`src/rtl/ring_link_tx.sv`:
```
// ring_link_tx -- transmit end of a PtRingV1 point-to-point ring link.
//
// Drains a show-ahead FIFO read port and drives registered flits onto the
// ring wire toward the next station. Flow control is credit-based. There is
// one credit per free slot in the downstream receive FIFO, and the receiver
// returns credits as single-cycle pulses.
//
// Optional feature: define RING_TX_PARITY_EN to add oLinkPar. It is even
// parity (XOR) of the flit, registered alongside oLinkDat.
//
// Ports:
//   clk         clock, all logic on rising edge
//   rst         synchronous active-low reset (0 = reset)
//   iLinkUp     link enable from ring control; 0 halts new sends
//   iFifoEmpty  upstream FIFO empty flag
//   iFifoDat    upstream FIFO head data (show-ahead, valid when not empty)
//   oFifoRdEn   pop strobe to upstream FIFO (combinational)
//   oLinkVld    link flit valid (registered)
//   oLinkDat    link flit data (registered, holds on idle cycles)
//   iCrdRet     one-cycle credit-return pulse from downstream receiver
//   oCrdCnt     current credit count
//   oCrdOvf     sticky error: credit returned while already at CREDITS
//   oFlitCnt    flits sent, wraps at 2^16
//   oLinkPar    (RING_TX_PARITY_EN only) XOR of the flit bits
module ring_link_tx #(
    parameter int WIDTH = 8,
    parameter int CREDITS = 2,
    localparam int CW = $clog2(CREDITS + 1)
) (
    input  logic             clk,
    input  logic             rst,
    input  logic             iLinkUp,
    input  logic             iFifoEmpty,
    input  logic [WIDTH-1:0] iFifoDat,
    output logic             oFifoRdEn,
    output logic             oLinkVld,
    output logic [WIDTH-1:0] oLinkDat,
    input  logic             iCrdRet,
    output logic [CW-1:0]    oCrdCnt,
    output logic             oCrdOvf,
    output logic [15:0]      oFlitCnt
`ifdef RING_TX_PARITY_EN
    ,
    output logic             oLinkPar
`endif
);

    typedef enum logic [1:0] {
        IDLE,
        RUN,
        STALL
    } state_t;

    state_t        state;
    logic          send;
    logic          crd_ovf_ev;
    logic          crd_ret_ok;
    logic [CW-1:0] crd_nxt;

    // NOTE: every signal gets a value at the top of this block. If any
    // branch left one unassigned, the tool would infer a latch.
    always_comb begin
        // rst is folded in so the FIFO is never popped while in reset.
        send       = rst && (state == RUN) && !iFifoEmpty &&
                     (oCrdCnt != '0) && iLinkUp;
        // A return at full count is only legal if this cycle's send makes
        // room for it. Otherwise it is a protocol error and is dropped.
        crd_ovf_ev = iCrdRet && (oCrdCnt == CW'(CREDITS)) && !send;
        crd_ret_ok = iCrdRet && !crd_ovf_ev;
        crd_nxt    = oCrdCnt - CW'(send) + CW'(crd_ret_ok);
    end

    assign oFifoRdEn = send;

    // NOTE: all state here uses non-blocking assignment, so every register
    // sees pre-edge values regardless of statement order.
    always_ff @(posedge clk) begin
        if (!rst) begin
            state    <= IDLE;
            oLinkVld <= 1'b0;
            oLinkDat <= '0;
            oCrdCnt  <= CW'(CREDITS);
            oCrdOvf  <= 1'b0;
            oFlitCnt <= 16'd0;
`ifdef RING_TX_PARITY_EN
            oLinkPar <= 1'b0;
`endif
        end else begin
            oLinkVld <= send;
            if (send) begin
                oLinkDat <= iFifoDat;
`ifdef RING_TX_PARITY_EN
                oLinkPar <= ^iFifoDat;
`endif
                oFlitCnt <= oFlitCnt + 16'd1;
            end

            // Credits keep counting in IDLE. A link drop must not lose
            // track of buffer space still held downstream.
            oCrdCnt <= crd_nxt;
            if (crd_ovf_ev) begin
                oCrdOvf <= 1'b1;
            end

            case (state)
                IDLE: begin
                    if (iLinkUp) begin
                        state <= RUN;
                    end
                end
                RUN: begin
                    if (!iLinkUp) begin
                        state <= IDLE;
                    end else if ((crd_nxt == '0) && !iCrdRet) begin
                        state <= STALL;
                    end
                end
                STALL: begin
                    if (!iLinkUp) begin
                        state <= IDLE;
                    end else if (iCrdRet) begin
                        state <= RUN;
                    end
                end
                default: state <= IDLE;
            endcase
        end
    end

endmodule

```
`config.mk`:
```
export PLATFORM = sky130hd
export DESIGN_NAME = ring_link_tx
export DESIGN_NICKNAME = d
export VERILOG_FILES = /design/src/rtl/ring_link_tx.sv
export SDC_FILE = /design/constraint.sdc
export NUM_CORES = 1
export LEC_CHECK = 0
export ABC_AREA = 1
export CAP_MARGIN = 20
export CORE_MARGIN = 1.5
export CORE_UTILIZATION = 46
export DETAILED_ROUTE_END_ITERATION = 8
export GPL_ROUTABILITY_DRIVEN = 0
export GPL_TIMING_DRIVEN = 0
export HOLD_SLACK_MARGIN = 0.06
export PLACE_DENSITY = 0.78
export SETUP_SLACK_MARGIN = 0.05
export SLEW_MARGIN = 40
export SYNTH_ARGS = -nofsm -noshare
export SYNTH_HDL_FRONTEND = slang
export SYNTH_SLANG_ARGS = --single-unit
```
`constraint.sdc`:
```
create_clock -name clk -period 2.3 [get_ports clk]
set_clock_uncertainty 0.1 [all_clocks]
set_input_delay 0.46 -clock clk [delete_from_list [all_inputs] [get_ports clk]]
set_output_delay 0.46 -clock clk [all_outputs]
set_load 0.01 [all_outputs]
```
==> impl_metrics.toml, run 1 <==
[pwr]
p_per_area_nw_per_um2 = 509.2
p_total_w = 0.001001
max-vdd-ir-drop_uv = 396.7
p_leak_nw = 0.7481

[detailed_routing]
wl_um = 3132
ant_nets = 0
wl_met1_um = 1459
drt-wirelength-per-cell_um = 11.23
top_layer = "met4"
viasPerCell = 5.075
met2WireLength_um = 1423
first_pass_iters = 6
drc = 6
via_count = 1416
routed-wl-met3_um = 199
drt_iter0_markers = 45

[yosys]
synth-seq-cells = 30
syn_nets = 212
syn_inst = 196
avgSynthCellArea_sq_um = 7.131
yosysWarnings = 0
synth_seq_area_share_pct = 42.97
synth_cell_types = 25
synth.cell_area_sq_um = 1398

[clocking]
ctsHtreeMaxLevel = 2
clk_latency_ns = 0.32
clock_path_buffers = 2
cts_hold_buf = 0
tritoncts = "built"
cts_made_buffers = 5
cts_sinks = 30
clk_pin_slew_ns = 0.10
root_buffer = "clkbuf_4"

[sta]
worst_pin_slew_ns = 0.4517
setup-violations-final = 0
slew_headroom_pct = 69.88
setup_tns_ns = 0
min_period_over_period_pct = 93.03
slew_viol_final = 0
fmax_mhz = 467.3
min_period_ns = 2.140
hold_violations = 0
rsz0062_at_grt = "false"

[critical_path]
reg2reg_slack_ns = 0.21
cp.arrival_ns = 2.27
r2r_start = "oCrdCnt[1]"
endpoint_kind = "flip-flop"
reg2reg_depth = 13
crit_fanout = 4
crit_type = "primary input to flip-flop"
r2r-end = "state[0]"
start_kind = "primary input"
critPathRequiredTime_ns = 2.43

[finish]
post-route-util_pct = 69.48
fin_nets = 263
area_growth_syn_to_layout_pct = 40.64
finish.instance_area_sq_um = 1966
drive_above_1_share_pct = 14.52
antenna_cells = 0
nFillCells = 251

[placement]
dp_hpwl_um = 2172
post_dp_cell_area_sq_um = 1847
numPortBuffers = 41

[outcome]
status = "finished with violations"
violations = "design-rule violations"

[hold_path]
hold_class = "flip-flop to flip-flop"
holdPathEnd = "oCrdOvf"
worstHoldPathCells = 2
min_from = "oCrdOvf"

[global_route]
grt_pass1_wl_um = 5409
grt_max_degree = 12
track_usage_pct = 21.26
antenna_found_initial = 0
grt_overflow = 0
first_global_vias = 1286

[floorplan]
initial_utilization_pct = 49.40
io_pins = 42
design.core.area_sq_um = 2829
num_rows = 19
chipHeight_um = 58.12
die_area_sq_um = 3378
die_x_um = 58.12

[flow_run]
drv_cap = 0
## metrics by stage
stage	setup slack (ns)	hold WS, ns	std cells
2_1_floorplan	0.2562	0.3740	196
3_3_place_gp	-0.5893	0.3373	268
3_5_place_dp	-0.5701	0.3406	268
4_1_cts	0.1431	0.3550	279
5_1_grt	0.06798	0.3889	279
6_report	0.1603	0.3513	279
## report_power, final
group | leakage, nW | internal [W] | switching (W)
Sequential | 0.243 | 0.000533 | 0.0000115
Clock | 0.0353 | 0.000148 | 0.000179
Combinational | 0.470 | 0.0000691 | 0.0000596
## repair_timing
action | CTS | global route
gates resized for setup | 10 | 6
pin swaps | 6 | 4
gates cloned | 0 | 0
endpoints found under the setup margin | 5 | 2
setup buffers | 3 | 0
## flip-flops by register name, summed over array words and instances (netlist names)
name and cells:
oCrdCnt 2, oCrdOvf 1, oFlitCnt 16, oLinkDat 8
oLinkVld 1, state 2
## cell type report
type                    count  area, sq um  share of cell area (%)
clock buffers               7        55.05                   2.801
well taps                  31        38.79                   1.973
clock inverters             1        5.005                  0.2546
plain buffers               5        33.78                   1.719
repair buffers             44        431.7                   21.96
flip-flops and latches     30        601.8                   30.62
inverters                  25        93.84                   4.774
multi-input cells         136        705.7                   35.90
## cell usage after synthesis
cell      number  share of area (%)
inv_1         24                6.4
nor3_4         1                1.2
buf_6          1               0.81
inv_2          1               0.27
a21oi_1       11                3.9
clkbuf_1       3               0.81
nand4_1        4                1.8
nor3_2         1               0.72
nand2_1       35                9.4
nor3_1         4                1.4
o21ai_1        1               0.36
nor2_2         6                2.7
nor3b_1        1               0.54
nor2_1        37                9.9
nor2_4         1               0.81
xnor2_1        4                2.5
nand3_2        1               0.72
and2_1         1               0.45
nand2_2        1               0.45
or2_2          2               0.90
ha_1           3                2.7
dfxtp_1       30                 43
o21ai_0       13                4.7
nand3_1        9                3.2
buf_2          1               0.36
## metal layers
| metal | vias to the layer above | global-route usage, % |
|---|---|---|
| met1 | 637 | 24.97 |
| met4 | 0 | 11.30 |
| met5 | - | 0 |
| met2 | 47 | 35.06 |
| met3 | 7 | 6.027 |
| li1 | 725 | - |
## cell usage in the layout (no fill, tap or decap), types with 5 or more instances in the layout
cell,count
a21oi_1,11
clkbuf_4,5
clkdlybuf4s50_1,38
dfxtp_1,29
inv_1,23
nand2_1,33
nand3_1,8
nor2_1,34
nor2_2,9
o21ai_0,13
## critical path: stages
cell and delay, ns:
clkdlybuf4s50_1 0.41, nor2_2 0.09, nand2_2 0.10, buf_8 0.14, nand4_1 0.09, nand2_1 0.08, ha_1 0.28, inv_2 0.07
ha_4 0.19, nor2_2 0.11, nand3_2 0.10, nand2_2 0.08, a21oi_1 0.06
## worst max-delay path by stage
stage / endpoint / start
4_1_cts: state[0] / iFifoEmpty
3_5_place_dp: oFifoRdEn / rst
2_1_floorplan: state[0] / iLinkUp
5_1_grt: state[0] / iFifoEmpty
3_3_place_gp: oFifoRdEn / rst
6_report: state[0] / iFifoEmpty
## kinds of logic (layout without fill, tap and decap cells)
| kind of cell | Yosys count | after routing | share of synthesized area [%] |
|---|---|---|---|
| AOI/OAI and AO/OA | 25 | 25 | 8.952 |
| xor gates and xnor gates | 4 | 4 | 2.506 |
| adders and majority gates | 3 | 3 | 2.686 |
| buffers and inverters | 30 | 82 | 8.684 |
| DFF | 30 | 30 | 42.97 |
| and+or+nand+nor | 104 | 104 | 34.20 |
Power figures use the tool's default switching activity.
==> run 2, diff against run 1 <==
CORE_UTILIZATION = 30   (was 46)
PLACE_DENSITY = unset   (was 0.78)
REMOVE_ABC_BUFFERS = 1   (was unset)
==> run 2 against run 1 <==
The run now ends clean. Core utilization down 23 points. Design area up 4.0%. Final cell count is 7.2% higher. Flip-flop and latch count unchanged. Worst setup slack improved by 0.045 ns. Wire length is 7.0% higher. Critical path depth unchanged. Via count shrank 5.2%. Sequential power barely moved. Largest cell class unchanged.
==> impl_metrics.toml, run 2 (same netlist as run 1, synthesis figures left out) <==
[outcome]
status = "finished clean"

[critical_path]
reg2reg_depth = 14
cp_common_cell = "nand2_1"
slowest_delay_ns = 0.28
crit_type = "primary input to flip-flop"
start_kind = "primary input"
endpoint_kind = "flip-flop"
crit_chain = "dlygate4sd2_1, nor2_4, nand2_8, buf_4, nand4_1, nand2_1, ha_1, inv_1, ha_4, nor2_1, nand3_1, nand2_1, a21oi_1"
cpMaxStageDelayCell = "ha_1"
crit_fanout = 3
cp.arrival_ns = 2.17
critPathRequiredTime_ns = 2.37

[finish]
mostFrequentLayoutCells = "37 x clkdlybuf4s50_1, 34 x nor2_1, 32 x nand2_1, 28 x dfxtp_1, 24 x inv_1"
area_growth_syn_to_layout_pct = 46.28
antenna_cells = 0
finish.instance_area_sq_um = 2044
drive_above_1_share_pct = 15.38
nFillCells = 456
top_regs = "oFlitCnt x16, oLinkDat x8"
fin_nets = 263
final_common_cell = "clkdlybuf4s50_1"
largest_reg_flops = 16
largest_register = "oFlitCnt"

[clocking]
clock_path_buffers = 2
tritoncts = "built"
root_buffer = "clkbuf_8"
cts_made_buffers = 5
cts_sinks = 30
cts_hold_buf = 0
ctsHtreeMaxLevel = 2
clk_pin_slew_ns = 0.06
clk_latency_ns = 0.28

[sta]
slew_headroom_pct = 80.64
rsz0062_at_grt = "false"
whs_ns = 0.3345
min_period_over_period_pct = 91.10
min_period_ns = 2.095
setup-violations-final = 0
worst_slack_ns = 0.2048
slew_viol_final = 0
hold_violations = 0
fmax_mhz = 477.3
setup_tns_ns = 0
worst_pin_slew_ns = 0.2900

[detailed_routing]
drt_iter0_markers = 142
ant_nets = 0
via_count = 1342
first_pass_iters = 5
wl_um = 3351
drt-wirelength-per-cell_um = 11.21
viasPerCell = 4.488
drc = 0

[pwr]
p_leak_nw = 0.7663
p_total_w = 0.001074
max-vdd-ir-drop_uv = 290.4
p_per_area_nw_per_um2 = 525.5

[placement]
post_dp_cell_area_sq_um = 1848
dp_hpwl_um = 2091
numPortBuffers = 41
dp_slack_ns = -1.312

[hold_path]
worstHoldPathCells = 2
hold_class = "primary input to flip-flop"

[floorplan]
chipHeight_um = 71.26
die_area_sq_um = 5077
die_x_um = 71.26
design.core.area_sq_um = 4414
io_pins = 42
num_rows = 24
initial_utilization_pct = 31.66

[global_route]
grt_overflow = 0
met3_usage_pct = 4.782
busiest_layer = "met2"
use_met2_pct = 21.71
track_usage_pct = 14.57
met1_usage_pct = 18.57
first_global_vias = 1249
grt_pass1_wl_um = 5699
grt_max_degree = 24
antenna_found_initial = 0

[flow_run]
drv_cap = 0
==> run 2: worst max-delay path, delay by kind of cell <==
family          cells  cell delay (ns)
simple gates        7             0.69
fa+ha+maj           2             0.48
buf+inv             3             0.49
compound gates      1             0.05
==> run 2: path summary, 6_finish.rpt <==
kind	start	to	slack [ns]
worst min-delay path	rst	oCrdCnt[1]	0.33
worst max-delay path	iFifoEmpty	state[0]	0.20
worst min register to register	oCrdOvf	oCrdOvf	0.35
worst max register to register	state[1]	state[0]	0.23
==> run 2: final cells by class <==
cell class | count | area, sq um | share of cell area, %
flip-flops and latches | 30 | 608.1 | 29.74
clock buffers | 7 | 76.32 | 3.733
inverters | 25 | 101.3 | 4.957
multi-input cells | 137 | 733.2 | 35.86
repair buffers | 48 | 460.4 | 22.52
well taps | 52 | 65.06 | 3.182
==> run 2: routing by layer <==
layer / share of wire, % / vias to the layer above
met1: 48 / 580
met5: 0 / -
met3: 6.3 / 7
li1: - / 721
met2: 44 / 34
met4: 2.2 / 0
==> run 2: per-stage QoR <==
step	instances	utilization, %
6_report	299	46.32
5_1_grt	299	46.32
2_1_floorplan	191	-
3_5_place_dp	284	41.87
3_3_place_gp	284	41.81
4_1_cts	297	45.32
==> run 2: what timing repair did <==
action | in CTS | in global routing
resized for setup | 19 | 11
pin swaps | 4 | 5
setup endpoints to repair | 30 | 2
setup buffers | 5 | 2
endpoints found under the hold margin | 0 | 0
gates cloned | 1 | 0
==> run 2: report_power, final <==
part | internal (W) | switching [W] | leakage [nW]
Sequential | 0.000535 | 0.0000121 | 0.243
Clock | 0.000208 | 0.000186 | 0.0383
Combinational | 0.0000710 | 0.0000624 | 0.485
Total | 0.000814 | 0.000261 | 0.766
